[config.mk]
export PLATFORM = sky130hd
export DESIGN_NAME = debounce_multi
export DESIGN_NICKNAME = d
export VERILOG_FILES = /design/src/rtl/debounce_multi_pkg.sv /design/src/rtl/debounce_multi_chan.sv /design/src/rtl/debounce_multi.sv
export SDC_FILE = /design/constraint.sdc
export NUM_CORES = 1
export LEC_CHECK = 0
export ABC_AREA = 1
export CORE_MARGIN = 1
export CORE_UTILIZATION = 25
export DETAILED_ROUTE_END_ITERATION = 8
export GPL_TIMING_DRIVEN = 0
export PLACE_DENSITY_LB_ADDON = 0.08
export SLEW_MARGIN = 40
export SYNTH_ARGS = -nofsm -noshare
export SYNTH_HDL_FRONTEND = slang
export SYNTH_HIERARCHICAL = 1
export SYNTH_SLANG_ARGS = --single-unit
[constraint.sdc]
create_clock -name clk -period 2.84 [get_ports clk]
set_input_delay 0.568 -clock clk [delete_from_list [all_inputs] [get_ports clk]]
set_output_delay 0.568 -clock clk [all_outputs]
set_load 0.01 [all_outputs]
[src/rtl/debounce_multi_pkg.sv]
// -----------------------------------------------------------------------------
// debounce_multi_pkg
//   Shared defaults and helpers for the multi-channel switch debouncer.
//   DEF_TICK_DIV gives a ~10.5 ms sample tick from a 50 MHz clk. With three
//   stable ticks, a level must hold for roughly 21..31 ms before db follows it.
// -----------------------------------------------------------------------------
package debounce_multi_pkg;

    localparam int DEF_CH           = 4;
    localparam int DEF_TICK_DIV     = 524288;
    localparam int DEF_STABLE_TICKS = 3;
    localparam int DEF_SYNC_STAGES  = 2;

    // Bits needed to hold values 0..value-1. The result is never below 1,
    // so degenerate parameter choices still give a legal vector width.
    function automatic int clog2(input longint unsigned value);
        int              width;
        longint unsigned span;
        width = 0;
        span  = 1;
        while (span < value) begin
            span  = span << 1;
            width = width + 1;
        end
        if (width < 1) begin
            width = 1;
        end
        return width;
    endfunction

endpackage

[src/rtl/debounce_multi_chan.sv]
// -----------------------------------------------------------------------------
// debounce_multi_chan
//   One debounce channel. It contains:
//     - a synchroniser;
//     - optional inversion of the input;
//     - a stable-tick counter;
//     - the debounced level and its rise/fall event pulses.
//
//   state      | meaning
//   -----------+---------------------------------------------------------------
//   STABLE     | s == db, cnt == 0; no change pending
//   PENDING_k  | s != db, k sample ticks seen while disagreeing (cnt == k)
//
//   Agreement on any single cycle returns the channel to STABLE. db takes the
//   value of s on the STABLE_TICKS-th tick of disagreement. In that same cycle,
//   rise or fall is raised for one cycle.
//
// Ports
//   clk    in   system clock
//   reset  in   async, active-high
//   tick   in   shared prescaler tick (one cycle wide)
//   sw_in  in   raw asynchronous switch input
//   db     out  debounced, polarity-corrected level
//   rise   out  one-cycle pulse on db 0->1
//   fall   out  one-cycle pulse on db 1->0
// -----------------------------------------------------------------------------
module debounce_multi_chan
    import debounce_multi_pkg::*;
#(
    parameter int STABLE_TICKS = DEF_STABLE_TICKS,
    parameter int SYNC_STAGES  = DEF_SYNC_STAGES,
    parameter bit INVERT       = 1'b0
) (
    input  logic clk,
    input  logic reset,
    input  logic tick,
    input  logic sw_in,
    output logic db,
    output logic rise,
    output logic fall
);

    localparam int             CW       = clog2(STABLE_TICKS + 1);
    localparam logic [CW-1:0]  CNT_LAST = CW'(STABLE_TICKS - 1);

    logic [SYNC_STAGES-1:0] sync_q;
    logic                   s;
    logic [CW-1:0]          cnt;
    logic [CW-1:0]          cnt_nxt;
    logic                   db_nxt;
    logic                   rise_nxt;
    logic                   fall_nxt;

    // Each synchroniser flop resets to INVERT. The post-inversion value is
    // then 0 and matches db, so no event fires after reset is released.
    always_ff @(posedge clk or posedge reset) begin
        if (reset) begin
            sync_q <= {SYNC_STAGES{INVERT}};
        end else begin
            sync_q <= {sync_q[SYNC_STAGES-2:0], sw_in};
        end
    end

    assign s = sync_q[SYNC_STAGES-1] ^ INVERT;

    always_comb begin
        cnt_nxt  = cnt;
        db_nxt   = db;
        rise_nxt = 1'b0;
        fall_nxt = 1'b0;
        if (s == db) begin
            cnt_nxt = '0;
        end else if (tick) begin
            if (cnt >= CNT_LAST) begin
                db_nxt   = s;
                cnt_nxt  = '0;
                rise_nxt = s;
                fall_nxt = ~s;
            end else begin
                cnt_nxt = cnt + CW'(1);
            end
        end
    end

    always_ff @(posedge clk or posedge reset) begin
        if (reset) begin
            cnt  <= '0;
            db   <= 1'b0;
            rise <= 1'b0;
            fall <= 1'b0;
        end else begin
            cnt  <= cnt_nxt;
            db   <= db_nxt;
            rise <= rise_nxt;
            fall <= fall_nxt;
        end
    end

endmodule

[src/rtl/debounce_multi.sv]
// -----------------------------------------------------------------------------
// debounce_multi
//   Debouncer for CH independent switches. One prescaler drives the sample
//   tick for every channel. Each channel synchronises its input and can invert
//   it (ACTIVE_LOW). A channel flips db after STABLE_TICKS consecutive ticks of
//   disagreement, and marks the flip with one-cycle rise/fall pulses.
//
// Ports
//   clk    in   system clock
//   reset  in   async, active-high
//   sw_in  in   [CH] raw asynchronous switch inputs
//   db     out  [CH] debounced level, 1 = pressed
//   rise   out  [CH] one-cycle pulse on db 0->1
//   fall   out  [CH] one-cycle pulse on db 1->0
//   tick   out  prescaler tick, exposed for observation
// -----------------------------------------------------------------------------
module debounce_multi
    import debounce_multi_pkg::*;
#(
    parameter int            CH           = DEF_CH,
    parameter int            TICK_DIV     = DEF_TICK_DIV,
    parameter int            STABLE_TICKS = DEF_STABLE_TICKS,
    parameter int            SYNC_STAGES  = DEF_SYNC_STAGES,
    parameter logic [CH-1:0] ACTIVE_LOW   = '0
) (
    input  logic          clk,
    input  logic          reset,
    input  logic [CH-1:0] sw_in,
    output logic [CH-1:0] db,
    output logic [CH-1:0] rise,
    output logic [CH-1:0] fall,
    output logic          tick
);

    localparam int            PW         = clog2(TICK_DIV);
    localparam logic [PW-1:0] PRESC_LAST = PW'(TICK_DIV - 1);

    logic [PW-1:0] presc;
    logic [PW-1:0] presc_nxt;
    logic          tick_nxt;

    // tick is registered from the next count value. It is therefore high in
    // exactly the cycle where the count reads TICK_DIV-1. The prescaler runs
    // freely and is never restarted by input activity.
    always_comb begin
        presc_nxt = (presc == PRESC_LAST) ? '0 : presc + PW'(1);
        tick_nxt  = (presc_nxt == PRESC_LAST);
    end

    always_ff @(posedge clk or posedge reset) begin
        if (reset) begin
            presc <= '0;
            tick  <= 1'b0;
        end else begin
            presc <= presc_nxt;
            tick  <= tick_nxt;
        end
    end

    for (genvar i = 0; i < CH; i++) begin : g_chan
        debounce_multi_chan #(
            .STABLE_TICKS (STABLE_TICKS),
            .SYNC_STAGES  (SYNC_STAGES),
            .INVERT       (ACTIVE_LOW[i])
        ) u_chan (
            .clk   (clk),
            .reset (reset),
            .tick  (tick),
            .sw_in (sw_in[i]),
            .db    (db[i]),
            .rise  (rise[i]),
            .fall  (fall[i])
        );
    end

endmodule

== After elaboration in Yosys (flattened, before gate mapping) ==
Cells that the tools add are included.
Storage, ports and cells
  register bits: 48
  input port bits: 6
  word-level logic and storage cells: 90
Cells by class
  add/sub/neg operators: 5
  $lt $le $gt $ge: 4
  eq/ne operators: 6
  muxes and demuxes: 37
  bitwise gates (word level): 8
  reduce and logical (&&, ||, !) cells: 8
Operators with widths (number)
  == test 19 bit, second input constant: 2
  two-way mux 1 bit: 24
  two-way mux 2 bit: 12
  adder 19 x 1 -> 19 bit, second input constant: 1
  two-way mux 19 bit: 1
  AND reduction 3 bit: 4
  adder 2 x 1 -> 2 bit, second input constant: 4
  >= comparator 2 bit, second input constant: 4
  NOT 1 bit: 8
  nonzero test 2 bit: 4
  == test 1 bit: 4

== Longest topological paths before layout ==
  depth in word-level cells: 4
  mapped depth: 11
  depth with buffers taken out: 11

== Cells and area by module ==
Netlist, hierarchy kept.
By module, submodules not included
  debounce_multi: times used 1, cells each 164, area each 1189.9 µm², sequential area each 500.5 µm²
  debounce_multi_chan: times used 4, cells each 29, area each 272.8 µm², sequential area each 175.2 µm²

== Worst setup path before layout ==
No wires, ideal clock.
  kind: flip-flop to flip-flop
  start: register presc[0]
  end: register tick
  library setup time: 114 ps
  data arrival time: 1334 ps
  required time: 2726 ps
  setup slack: 1392 ps
  cell stages (with the launch flop): 11
  path buffers: 0
  cells stage by stage: dfrtp_1 ha_1 nand2_2 nor2_4 nand2_2 nor2_4 nand3_1 nand3_1 nor2_1 nand3_1 nor2_1
On the way
  word-level cells in the longest chain between the ends: 3
  elaborated cells between the ends (all ways): 4
RTL lines
  from (decl): RTL line debounce_multi.sv:38  | logic [PW-1:0] presc;
  from (signal assigned): RTL line debounce_multi.sv:55  | presc <= presc_nxt;
  adder 19 x 1 -> 19 bit or == test 19 bit (tied branches): RTL line debounce_multi.sv:46  | presc_nxt = (presc == PRESC_LAST) ? '0 : presc + PW'(1);
  two-way mux 19 bit *: RTL line debounce_multi.sv:46
  == test 19 bit *: RTL line debounce_multi.sv:47  | tick_nxt = (presc_nxt == PRESC_LAST);
  net tick_nxt: RTL line debounce_multi.sv:40  | logic tick_nxt;
  to (signal assigned): RTL line debounce_multi.sv:56  | tick <= tick_nxt;
  to (decl): RTL line debounce_multi.sv:32  | output logic tick
Mark *: on every way through the listed nets, which the timed path passes. The rest lies on a longest branch.
A chain may end at the register's enable or synchronous reset.

== Worst setup path in the final report ==
  start: register tick
  end: output tick
No word-level cell between the ends.

==> results.sh <==
export IMPL_combPwrFrac=0.027
export IMPL_vias=1729
export IMPL_grt_busiest_layer="met2"
export IMPL_tightestPinTransition_ns=0.768
export IMPL_slew_viol_final=0
export IMPL_die_area_um2=9510
export IMPL_routabilityCongestion=0.731
export IMPL_critPathBufInv=1
export IMPL_rsz0062_at_grt="false"
export IMPL_grt_usage=0.106
export IMPL_synth_top_area_share=0.527
export IMPL_groute_layer_met1_usage=0.138
export IMPL_syn_inst=280
export IMPL_r2r_worst_path_cells=8
export IMPL_ys_seq_elements=48
export IMPL_p_int_mw=0.865
export IMPL_hold_path_class="flip-flop to flip-flop"
export IMPL_critical_path_class="flip-flop to output port"
export IMPL_placedCellCount=406
export IMPL_power_density_nw_per_um2=419
export IMPL_pwr_share_seq=0.617
export IMPL_post_cts_resized=0
export IMPL_n_antenna_cell=0
export IMPL_antenna_found_initial=0
export IMPL_async_flop_share=1.00
export IMPL_period_needed_ns=2.39
export IMPL_rrSetupSlack_ns=1.08
export IMPL_crit_cells=1
export IMPL_grt_pass1_vias=1737
export IMPL_synth_area_per_cell_um2=8.15
export IMPL_seq_area_frac_synth=0.527
export IMPL_wl_per_cell_um=10.9
export IMPL_clk_pin_slew_ns=0.09
export IMPL_syn_num_nets=287
export IMPL_setup_tns_ns=0
export IMPL_start_util=0.260
export IMPL_vdd_drop_max_uv=133
export IMPL_ctsHoldBuffers=0
export IMPL_finalPower_mw=1.12
export IMPL_p_leak_nw=1.37
export IMPL_netlist_top_cells_count="nand2_1 (58), inv_1 (53), dfrtp_1 (48)"
export IMPL_fmax_ghz=0.418
export IMPL_postPlaceCellArea_um2=2600
export IMPL_p_clk_frac=0.357
export IMPL_slew_headroom=0.488
export IMPL_syn_area_um2=2280
export IMPL_register_area_um2=1200
export IMPL_numCtsBuffers=5
export IMPL_final_area_um2=2680
export IMPL_worst_setup_path_end_kind="output port"
export IMPL_first_pass_iters=4
export IMPL_grt_pass1_wl_um=8030
export IMPL_yosysUniqueCellTypes=21
export IMPL_clockBufferDepth=2
export IMPL_slowest_stage="dfrtp_1"
export IMPL_hpwl_um=3360
export IMPL_coreArea_um2=8760
export IMPL_use_met3=0.0237
export IMPL_portBuffers=18
export IMPL_grt_max_degree=26
export IMPL_antenna_left=0
export IMPL_max_stage_delay_ns=0.85
export IMPL_rr_startpoint="presc[0]"
export IMPL_io_pins=19
export IMPL_maxCapViolations=0
export IMPL_cts_tree="built"
export IMPL_rows=34
export IMPL_synth_ff_type="dfrtp_1"
export IMPL_fin_nets=312
export IMPL_htreeDepth=2
export IMPL_synth_largest_area_cell="dfrtp_1"
export IMPL_final_cells=413
export IMPL_cp_arrival_ns=1.82
export IMPL_outcome="finished, final reports clean"
export IMPL_synth_edf_count=0
export IMPL_yosys_warnings=6
export IMPL_crit_family="flip-flops"
export IMPL_start_kind="flip-flop"
export IMPL_viasPerCell=4.19
export IMPL_startpoint="tick"
export IMPL_synth_area_leaders="dfrtp_1 (53%), nand2_1 (9.5%), inv_1 (8.7%)"
export IMPL_final_setup_viol_count=0
export IMPL_critPathRequiredTime_ns=2.27
export IMPL_cts_sinks=48
export IMPL_syn2layout_area_growth_pct=17.4
export IMPL_rr_endpoint="presc[11]"
export IMPL_die_x_um=97.5
export IMPL_crit_path_max_fanout=25
export IMPL_wl_um=4480
export IMPL_multi_input_area_um2=866
export IMPL_drc=0
export IMPL_use_met2=0.170
export IMPL_drive_above_1_share=0.102
export IMPL_root_buffer="clkbuf_8"
export IMPL_crit_end="tick"
export IMPL_clk_latency_ns=0.30
export IMPL_path_cells="clkdlybuf4s50_1"
export IMPL_timing_final_crit_share=0.842
export IMPL_fillers=951
export IMPL_postCtsSetupBuffers=0
export IMPL_switching_share=0.229
export IMPL_fp_dieH_um=97.5
export IMPL_skew_ns=0.00369
export IMPL_gr_total_overflow=0
export IMPL_yosysMostFrequentCell="nand2_1"
export IMPL_finalHoldViolations=0
export IMPL_first_iter_violations=58
export IMPL_switchingPower_mw=0.257
==> power groups by stage <==
| stage | Clock (mW) | Combinational (mW) | Sequential (mW) |
|---|---|---|---|
| after floorplan | 0 | 0.0176 | 0.705 |
| after global placement | 0 | 0.0320 | 0.706 |
| after detailed placement | 0 | 0.0319 | 0.706 |
| after CTS | 0.430 | 0.0320 | 0.692 |
| after global routing | 0.454 | 0.0358 | 0.694 |
| final | 0.400 | 0.0300 | 0.692 |
==> registers in the layout (all words and copies together) (netlist names) <==
signal / flops
g_chan.u_chan/db: 4
g_chan.u_chan/rise: 4
g_chan.u_chan/fall: 4
presc: 19
g_chan.u_chan/cnt: 8
tick: 1
g_chan.u_chan/sync_q: 8
==> cell type report <==
cell class / instances / area share
Clock inverter: 2 / 0.00467
Tap cell: 108 / 0.0505
Clock buffer: 5 / 0.0257
Sequential cell: 48 / 0.449
Multi-Input combinational cell: 175 / 0.323
Inverter: 57 / 0.0799
Timing Repair Buffer: 18 / 0.0673
==> per-stage QoR <==
stage	utilization	hold WS [ns]	setup WS, ns
final	0.306	0.351	0.449
after global routing	0.306	0.374	0.327
after CTS	0.306	0.356	0.402
after detailed placement	0.296	0.335	0.747
after global placement	0.296	0.334	0.770
after floorplan	-	0.331	1.39
==> kinds of logic after synthesis <==
logic type               Yosys count  synth area share
AND/OR/NAND/NOR                  157             0.325
buffers and inverters             57            0.0938
flip-flops                        48             0.527
AO/OA/AOI/OAI                     14            0.0378
XOR/XNOR                           3            0.0115
adder cells (fa/ha/maj)            1           0.00548
==> cells in the final DEF, fill, tap and decap left out, drive strengths merged, types with 4 or more instances in the layout <==
| cell type | Yosys | layout |
|---|---|---|
| nand4 | 14 | 14 |
| nand3 | 32 | 32 |
| nor2 | 42 | 42 |
| clkdlybuf4s50 | 0 | 18 |
| nand2 | 68 | 68 |
| inv | 57 | 57 |
| clkbuf | 0 | 5 |
| dfrtp | 48 | 48 |
| a21oi | 4 | 4 |
| a31oi | 4 | 4 |
==> worst min-delay path by stage <==
| stage | start | to | slack, ns | cells past startpoint |
|---|---|---|---|---|
| 2_1_floorplan | g_chan[0].u_chan/sync_q[0] | g_chan[0].u_chan/sync_q[1] | 0.33 | 0 |
| 6_report | g_chan[3].u_chan/sync_q[0] | g_chan[3].u_chan/sync_q[1] | 0.35 | 0 |
| 3_5_place_dp | g_chan[2].u_chan/sync_q[0] | g_chan[2].u_chan/sync_q[1] | 0.33 | 0 |
| 3_3_place_gp | g_chan[1].u_chan/sync_q[0] | g_chan[1].u_chan/sync_q[1] | 0.33 | 0 |
| 5_1_grt | g_chan[3].u_chan/sync_q[0] | g_chan[3].u_chan/sync_q[1] | 0.37 | 0 |
| 4_1_cts | g_chan[3].u_chan/sync_q[0] | g_chan[3].u_chan/sync_q[1] | 0.36 | 0 |
==> per-layer routing <==
| layer | share of wire | up-vias |
|---|---|---|
| li1 | - | 921 |
| met1 | 0.51 | 784 |
| met2 | 0.45 | 17 |
| met3 | 0.023 | 7 |
| met4 | 0.017 | 0 |
| met5 | 0 | - |
(Power assumes the default switching activity.)
